===== src/rtl/ddr2_24x64_8_phy_alt_mem_phy_pll_phase_arbiter.sv =====
// PLL dynamic phase-shift arbiter: calibration vs. mimic tracking.
// Optional busy-high watchdog enabled by PLL_PHASE_ARB_TIMEOUT_EN.
module ddr2_24x64_8_phy_alt_mem_phy_pll_phase_arbiter #(
  parameter int CLOCK_INDEX_WIDTH = 4,
  parameter int STEP_CNT_WIDTH    = 6,
  parameter int META_REGS         = 2,
  parameter int BUSY_WAIT_CYCLES  = 8,
  parameter int TIMEOUT_CYCLES    = 1023
) (
  input  logic                         seq_clk,
  input  logic                         reset_seq,
  input  logic                         cal_req,
  input  logic [CLOCK_INDEX_WIDTH-1:0] cal_clk_index,
  input  logic                         cal_inc_dec_n,
  input  logic [STEP_CNT_WIDTH-1:0]    cal_num_steps,
  output logic                         cal_grant,
  output logic                         cal_ack,
  input  logic                         trk_req,
  input  logic [CLOCK_INDEX_WIDTH-1:0] trk_clk_index,
  input  logic                         trk_inc_dec_n,
  input  logic [STEP_CNT_WIDTH-1:0]    trk_num_steps,
  output logic                         trk_grant,
  output logic                         trk_ack,
  input  logic                         phs_shft_busy,
  output logic                         seq_pll_start_reconfig,
  output logic [CLOCK_INDEX_WIDTH-1:0] seq_pll_select,
  output logic                         seq_pll_inc_dec_n,
  output logic                         arb_busy,
  output logic                         arb_timeout_err
);

  localparam int TMR_MAX = (TIMEOUT_CYCLES > BUSY_WAIT_CYCLES) ?
                           TIMEOUT_CYCLES : BUSY_WAIT_CYCLES;
  localparam int TMR_W   = $clog2(TMR_MAX + 1);

  typedef enum logic [2:0] {
    IDLE,
    START,
    WAIT_HI,
    WAIT_LO,
    DONE
  } state_t;

  state_t                       state_q, state_d;
  logic [META_REGS-1:0]         sync_q, sync_d;
  logic                         last_trk_q, last_trk_d;
  logic                         own_trk_q, own_trk_d;
  logic [STEP_CNT_WIDTH-1:0]    rem_q, rem_d;
  logic [TMR_W-1:0]             tmr_q, tmr_d;
  logic                         start_q, start_d;
  logic [CLOCK_INDEX_WIDTH-1:0] sel_q, sel_d;
  logic                         inc_q, inc_d;
  logic                         cal_grant_q, cal_grant_d;
  logic                         trk_grant_q, trk_grant_d;
  logic                         cal_ack_q, cal_ack_d;
  logic                         trk_ack_q, trk_ack_d;
  logic                         busy_q, busy_d;
  logic                         err_q, err_d;

  logic busy_s;
  logic pick_cal;
  logic pick_trk;
  logic [STEP_CNT_WIDTH-1:0] pick_steps;

  assign busy_s = sync_q[META_REGS-1];

  // Round robin on a tie: the requester not served last wins.
  assign pick_cal = cal_req & (~trk_req | last_trk_q);
  assign pick_trk = trk_req & (~cal_req | ~last_trk_q);
  assign pick_steps = pick_trk ? trk_num_steps : cal_num_steps;

  always_comb begin
    state_d     = state_q;
    sync_d      = {sync_q[META_REGS-2:0], phs_shft_busy};
    last_trk_d  = last_trk_q;
    own_trk_d   = own_trk_q;
    rem_d       = rem_q;
    tmr_d       = tmr_q;
    start_d     = 1'b0;
    sel_d       = sel_q;
    inc_d       = inc_q;
    cal_grant_d = cal_grant_q;
    trk_grant_d = trk_grant_q;
    cal_ack_d   = 1'b0;
    trk_ack_d   = 1'b0;
    err_d       = err_q;

    unique case (state_q)
      IDLE: begin
        if (pick_cal || pick_trk) begin
          own_trk_d   = pick_trk;
          last_trk_d  = pick_trk;
          sel_d       = pick_trk ? trk_clk_index : cal_clk_index;
          inc_d       = pick_trk ? trk_inc_dec_n : cal_inc_dec_n;
          rem_d       = pick_steps;
          cal_grant_d = pick_cal;
          trk_grant_d = pick_trk;
          tmr_d       = '0;
          if (pick_steps == '0) begin
            state_d   = DONE;
            cal_ack_d = pick_cal;
            trk_ack_d = pick_trk;
          end else begin
            state_d = START;
            start_d = 1'b1;
          end
        end
      end
      START: begin
        tmr_d   = '0;
        state_d = WAIT_HI;
      end
      WAIT_HI: begin
        // Fall through on timer in case the busy pulse was too short to sync.
        if (busy_s || tmr_q == TMR_W'(BUSY_WAIT_CYCLES - 1)) begin
          tmr_d   = '0;
          state_d = WAIT_LO;
        end else begin
          tmr_d = tmr_q + TMR_W'(1);
        end
      end
      WAIT_LO: begin
        if (!busy_s) begin
          rem_d = rem_q - STEP_CNT_WIDTH'(1);
          if (rem_q == STEP_CNT_WIDTH'(1)) begin
            state_d   = DONE;
            cal_ack_d = ~own_trk_q;
            trk_ack_d = own_trk_q;
          end else begin
            state_d = START;
            start_d = 1'b1;
          end
        end
`ifdef PLL_PHASE_ARB_TIMEOUT_EN
        else if (tmr_q == TMR_W'(TIMEOUT_CYCLES - 1)) begin
          err_d     = 1'b1;
          rem_d     = '0;
          state_d   = DONE;
          cal_ack_d = ~own_trk_q;
          trk_ack_d = own_trk_q;
        end else begin
          tmr_d = tmr_q + TMR_W'(1);
        end
`endif
      end
      DONE: begin
        cal_grant_d = 1'b0;
        trk_grant_d = 1'b0;
        state_d     = IDLE;
      end
      default: state_d = IDLE;
    endcase

    busy_d = (state_d != IDLE);
  end

  always_ff @(posedge seq_clk) begin
    if (reset_seq) begin
      state_q     <= IDLE;
      sync_q      <= '0;
      last_trk_q  <= 1'b1;
      own_trk_q   <= 1'b0;
      rem_q       <= '0;
      tmr_q       <= '0;
      start_q     <= 1'b0;
      sel_q       <= '0;
      inc_q       <= 1'b0;
      cal_grant_q <= 1'b0;
      trk_grant_q <= 1'b0;
      cal_ack_q   <= 1'b0;
      trk_ack_q   <= 1'b0;
      busy_q      <= 1'b0;
      err_q       <= 1'b0;
    end else begin
      state_q     <= state_d;
      sync_q      <= sync_d;
      last_trk_q  <= last_trk_d;
      own_trk_q   <= own_trk_d;
      rem_q       <= rem_d;
      tmr_q       <= tmr_d;
      start_q     <= start_d;
      sel_q       <= sel_d;
      inc_q       <= inc_d;
      cal_grant_q <= cal_grant_d;
      trk_grant_q <= trk_grant_d;
      cal_ack_q   <= cal_ack_d;
      trk_ack_q   <= trk_ack_d;
      busy_q      <= busy_d;
      err_q       <= err_d;
    end
  end

  assign cal_grant              = cal_grant_q;
  assign cal_ack                = cal_ack_q;
  assign trk_grant              = trk_grant_q;
  assign trk_ack                = trk_ack_q;
  assign seq_pll_start_reconfig = start_q;
  assign seq_pll_select         = sel_q;
  assign seq_pll_inc_dec_n      = inc_q;
  assign arb_busy               = busy_q;
  assign arb_timeout_err        = err_q;

endmodule


===== config.mk =====
export PLATFORM = sky130hd
export DESIGN_NAME = ddr2_24x64_8_phy_alt_mem_phy_pll_phase_arbiter
export DESIGN_NICKNAME = d
export VERILOG_FILES = /design/src/rtl/ddr2_24x64_8_phy_alt_mem_phy_pll_phase_arbiter.sv
export SDC_FILE = /design/constraint.sdc
export NUM_CORES = 1
export LEC_CHECK = 0
export BUFFER_PORTS_ARGS = -buffer_cell sky130_fd_sc_hd__buf_2
export CAP_MARGIN = 15
export CORE_MARGIN = 5
export CORE_UTILIZATION = 55
export CTS_BUF_LIST = sky130_fd_sc_hd__clkbuf_16
export DETAILED_ROUTE_END_ITERATION = 8
export MAX_ROUTING_LAYER = met4
export PLACE_DENSITY = 0.8
export SKIP_LAST_GASP = 1
export SYNTH_ARGS = -nofsm -noshare
export SYNTH_HDL_FRONTEND = slang
export SYNTH_SLANG_ARGS = --single-unit

===== constraint.sdc =====
create_clock -name seq_clk -period 4.6 [get_ports seq_clk]
set_clock_uncertainty 0.2 [all_clocks]
set_input_delay 0.46 -clock seq_clk [delete_from_list [all_inputs] [get_ports seq_clk]]
set_output_delay 0.46 -clock seq_clk [all_outputs]
set_load 0.005 [all_outputs]

Word-level counts from Yosys, hierarchy flattened:

Cells that the tools add are included.
W data, S select, Z words.

* add/sub/neg operators: 2
* eq/ne operators: 8
* multiplexer cells: 34
* bitwise logic cells: 8
* reduce and logical (&&, ||, !) cells: 12

Operators by type and width (count)
* $pmux W10 S3: 1
* $mux W10: 2
* $mux W6: 3
* $mux W1: 15
* $mux W3: 5
* $pmux W3 S4: 1
* $pmux W6 S2: 1
* $add A10 B1 Y10 const B: 1
* $eq A10 B3 Y1 const B: 1
* $pmux W1 S2: 5
* $eq A3 B2 Y1 const B: 2
* $eq A6 B1 Y1 const B: 1
* $logic_not A6 Y1: 1
* $reduce_and A2 Y1: 3
* $reduce_bool A3 Y1: 2
* $sub A6 B1 Y6 const B: 1
* $mux W4: 1
* $ne A2 B2 Y1 const B: 2
* $not A1 Y1: 4
* $reduce_bool A2 Y1: 2
* $eq A3 B1 Y1 const B: 1
* $eq A3 B3 Y1 const B: 1
* $logic_not A3 Y1: 1
* $reduce_and A3 Y1: 1
* other kinds (3): 6

* register bits: 34
* input bits: 27
* output and inout port bits: 12

Depth between registers and ports, before layout:

* depth after elaboration: 9
* mapped depth: 7

Worst setup path before layout:

OpenSTA, ideal clock, no wires.

* kind: input to register
* from: input port trk_req
* to: register rem_q[2]
* data arrival time: 1517 ps
* required time: 4268 ps
* setup slack: 2750 ps
* stages on the path: 5
* path buffers: 1
* path through: a21bo_2 -> clkbuf_1 -> mux2_2 -> a32oi_1 -> a21oi_1

* longest elaborated chain between the ends: 6
* elaborated cells between the ends (all ways): 10
* classes of those cells: eq/ne: 1; mux: 3; bitwise: 4; reduce/logical: 2

Ends and longest elaborated chain
* from (decl): line 18 `input logic trk_req,`
* $not A1 Y1: line 68 `assign pick_cal = cal_req & (~trk_req | last_trk_q);`
* $or A1 B1 Y1: line 68
* $and A1 B1 Y1: line 68
* $logic_or A1 B1 Y1: line 90 `if (pick_cal || pick_trk) begin`
* $ne A2 B2 Y1 (no source line)
* $reduce_and A3 Y1 (no source line)
* to (signal assigned): line 179 `rem_q <= rem_d;`
* to (decl): line 48 `logic [STEP_CNT_WIDTH-1:0] rem_q, rem_d;`

Several ways; a longest one is shown, not always the timed one. The select of a mux whose other input is x is not followed.
A chain may end at the register's enable or synchronous reset.

Worst setup path after layout:

* from: register state_q[1]
* to: register tmr_q[9]

* longest elaborated chain between the ends: 3
* elaborated cells between the ends (all ways): 7
* classes of those cells: eq/ne: 3; mux: 1; reduce/logical: 3

Ends and longest elaborated chain
* from (decl): line 44 `state_t state_q, state_d;`
* from (signal assigned): line 175 `state_q <= state_d;`
* $eq A3 B2 Y1, or another cell as far along: line 88 `unique case (state_q)`
* $reduce_bool A3 Y1 (no source line) or $ne A2 B2 Y1 (tied branches)
* $reduce_and A2 Y1 (no source line)
* to (signal assigned): line 180 `tmr_q <= tmr_d;`
* to (decl): line 49 `logic [TMR_W-1:0] tmr_q, tmr_d;`

Several ways; a longest one is shown, not always the timed one.

==> results_dict.tcl <==
set metrics [dict create \
    status "completed" \
    post_cts_buffers 0 \
    worst-path-buf-inv 0 \
    critPathKind "reg -> reg" \
    clkTransAtPathRegs_ns 0.05 \
    cts.path.max_buffers 2 \
    num_rows 21 \
    dr.pass1.iters 4 \
    maxSlewViolCount 0 \
    regToRegSetupSlack_ns 2.61 \
    placed_area_um2 2030 \
    max_slew_margin_pct 54.8 \
    drive_above_1_share_pct 22.2 \
    antenna_found_initial 0 \
    netlist.top_cell.by_area "dfxtp_1" \
    core-area_um2 3310 \
    ctsResizeCount 0 \
    fin_cells 298 \
    routed-via-count 1769 \
    num_io_pins 39 \
    internal_power_w 0.000649 \
    ys_ff_latch 34 \
    ir_worst_vdd_uv 164 \
    hold_violations 0 \
    clock-root-buffer "clkbuf_16" \
    cts.sinks 34 \
    netSwitchingFraction_pct 27.6 \
    dp.cells 290 \
    synthTopCellsByArea "dfxtp_1 (36%), nor2_1 (5.2%), a21oi_1 (4.0%)" \
    critPathCaptureType "flop" \
    die_area_um2 4660 \
    hold_ws_ns 0.196 \
    critical_path_required_ns 4.60 \
    seqPwrFrac_pct 39.3 \
    rsz0062_at_grt "false" \
    slowest_delay_ns 0.55 \
    arrival_ns 1.99 \
    hold_depth 2 \
    timing.fmax_mhz 502 \
    cts-buffers-inserted 5 \
    syn-num-nets 251 \
    grt_pass1_vias 1608 \
    nNetsFinal 281 \
    seq_area_frac_synth_pct 36.4 \
    wire_per_inst_um 14.8 \
    synthCells 221 \
    synth-edff-count 0 \
    grt_overflow 0 \
    io_buffers 37 \
    track_usage_pct 21.3 \
    worst_pin_slew_ns 0.677 \
    p_clk_share_pct 41.2 \
    hold_start "phs_shft_busy" \
    drc 0 \
    start_kind "flop" \
    finish.instance_area_um2 2190 \
    htree_levels 2 \
    dp_slack_ns 2.57 \
    n_antenna_cell 0 \
    cts_tree "yes" \
    power_density_nw_per_um2 409 \
    power.switching_w 0.000247 \
    fin_ws_ns 2.61 \
    gp_congestion 0.854 \
    min_path_type "in -> reg" \
    postCtsHoldBufs 0 \
    reg2reg_depth 4 \
    syn2layout_area_growth_pct 17.1 \
    grt_max_degree 23 \
    synth.distinct_cells 59 \
    die_y_um 68.3 \
    power.leakage_nw 0.881 \
    dpl.hpwl_um 3150 \
    cp_max_fo 11 \
    crit_top_cell "or4_1" \
    netlist.area_leader.share_pct 36.4 \
    fin_crit_ns 1.99 \
    fin_tns_setup_ns 0 \
    cp_slowest_cell "dfxtp_1" \
    power_frac_comb_pct 19.5 \
    syn_area_um2 1870 \
    crit_family "simple AND/OR/NAND/NOR gates" \
    r2r-end "tmr_q[9]" \
    drtIter0Drc 154 \
    rr_startpoint "state_q[1]" \
    initial_core_util_pct 56.5 \
    antenna_left 0 \
    routed_wl_um 4400 \
    setup_viol 0 \
    crit_chain "or4_1 > nand3_4 > or4_1 > a21oi_1" \
    fp.dieW_um 68.3 \
    fin_crit_sh_pct 43.3 \
    clkLatencyLatePin_ns 0.28 \
    vias_per_cell 5.94 \
    synthFlopType "dfxtp_1" \
    grt_pass1_wl_um 7160 \
    syn-mean-instance-area_um2 8.46 \
    synth-async-reset-ratio_pct 0 \
    hold_end "sync_q[0]" \
    ys_warn_count 0 \
    drv_cap 0 \
]
[logic make-up (layout without fill, tap and decap cells)]
| logic type | count (synthesis) | count (layout) | synth area share [%] |
|---|---|---|---|
| buffers and inverters | 19 | 50 | 5.56 |
| muxes | 5 | 5 | 2.94 |
| AOI/OAI and AO/OA | 59 | 59 | 23.0 |
| and+or+nand+nor | 95 | 95 | 27.6 |
| xor gates and xnor gates | 5 | 5 | 2.34 |
| DFF | 34 | 34 | 36.4 |
| adders and majority gates | 3 | 3 | 2.01 |
| other | 1 | 1 | 0.201 |
[cell usage in the layout (no fill, tap or decap), types with 2 or more instances in the layout]
| cell | instances |
|---|---|
| ha_1 | 3 |
| nand2b_1 | 2 |
| a311oi_1 | 5 |
| o21ai_0 | 8 |
| nor2_1 | 26 |
| buf_2 | 37 |
| clkbuf_16 | 5 |
| a211oi_1 | 2 |
| mux2_2 | 4 |
| dfxtp_1 | 34 |
| nor2b_1 | 3 |
| nor4_1 | 2 |
| xor2_1 | 5 |
| o31ai_1 | 5 |
| a211o_1 | 2 |
| nor3_1 | 6 |
| a21oi_1 | 15 |
| nand3_1 | 5 |
| nand4_1 | 11 |
| or4_1 | 5 |
| and2_1 | 2 |
| or3_1 | 3 |
| inv_1 | 7 |
| a31oi_1 | 3 |
| nand2_1 | 19 |
[stage by stage]
| stage | total power (W) | utilization [%] |
|---|---|---|
| detailed placement | 0.000529 | 61.2 |
| global placement | 0.000526 | 61.2 |
| floorplan | 0.000489 | - |
| finish | 0.000896 | 66.1 |
| global route | 0.000941 | 66.1 |
| CTS | 0.000897 | 66.1 |
[area by class of cell]
class,count,area [um^2]
clock buffers,5,125
repair buffers,37,185
well taps,46,57.6
flip-flops and latches,34,681
multi-input cells,168,1080
fillers,302,1120
inverters,5,18.8
clock inverters,3,37.5
[worst max path at each step]
stage / start / endpoint / slack (ns) / cells past startpoint
2_1_floorplan: trk_req / rem_q[2] / 2.75 / 5
3_3_place_gp: cal_req / tmr_q[1] / 2.60 / 5
3_5_place_dp: cal_req / tmr_q[1] / 2.57 / 5
4_1_cts: state_q[0] / tmr_q[9] / 2.63 / 4
5_1_grt: state_q[0] / seq_pll_select[1] / 2.41 / 4
6_report: state_q[1] / tmr_q[9] / 2.61 / 4
[state kept, by name, summed over array words and instances (netlist names)]
| register | cells |
|---|---|
| state_q | 3 |
| seq_pll_inc_dec_n | 1 |
| trk_ack | 1 |
| cal_ack | 1 |
| seq_pll_start_reconfig | 1 |
| sync_q | 2 |
| rem_q | 6 |
| arb_busy | 1 |
| seq_pll_select | 4 |
| own_trk_q | 1 |
| last_trk_q | 1 |
| cal_grant | 1 |
| trk_grant | 1 |
| tmr_q | 10 |
[cell usage after synthesis (2+ instances only)]
cell	number
a211o_1	2
a211oi_1	2
a21oi_1	15
a311oi_1	5
a31oi_1	3
and2_1	2
buf_2	2
buf_4	2
buf_6	3
clkbuf_1	7
dfxtp_1	34
ha_1	3
inv_1	5
mux2_2	4
nand2_1	19
nand2b_1	2
nand3_1	5
nand4_1	11
nor2_1	26
nor2b_1	3
nor3_1	6
nor4_1	2
o21ai_0	8
o31ai_1	5
or3_1	3
or4_1	5
xor2_1	5
[routing by layer]
layer  global-route usage [%]  part of all wire (%)  wire (um)
met1                     27.5                    46       2010
met2                     31.6                    45       1990
met3                     6.08                   7.3        320
met4                     7.94                   1.7         74
met5                        -                     0          0
[power by group through the flow]
stage | clock (W) | combinational [W] | sequential, W
finish | 0.000369 | 0.000175 | 0.000352
CTS | 0.000372 | 0.000174 | 0.000351
floorplan | 0 | 0.000142 | 0.000347
global placement | 0 | 0.000170 | 0.000356
detailed placement | 0 | 0.000173 | 0.000357
global route | 0.000390 | 0.000195 | 0.000356
Power figures use the tool's default switching activity.
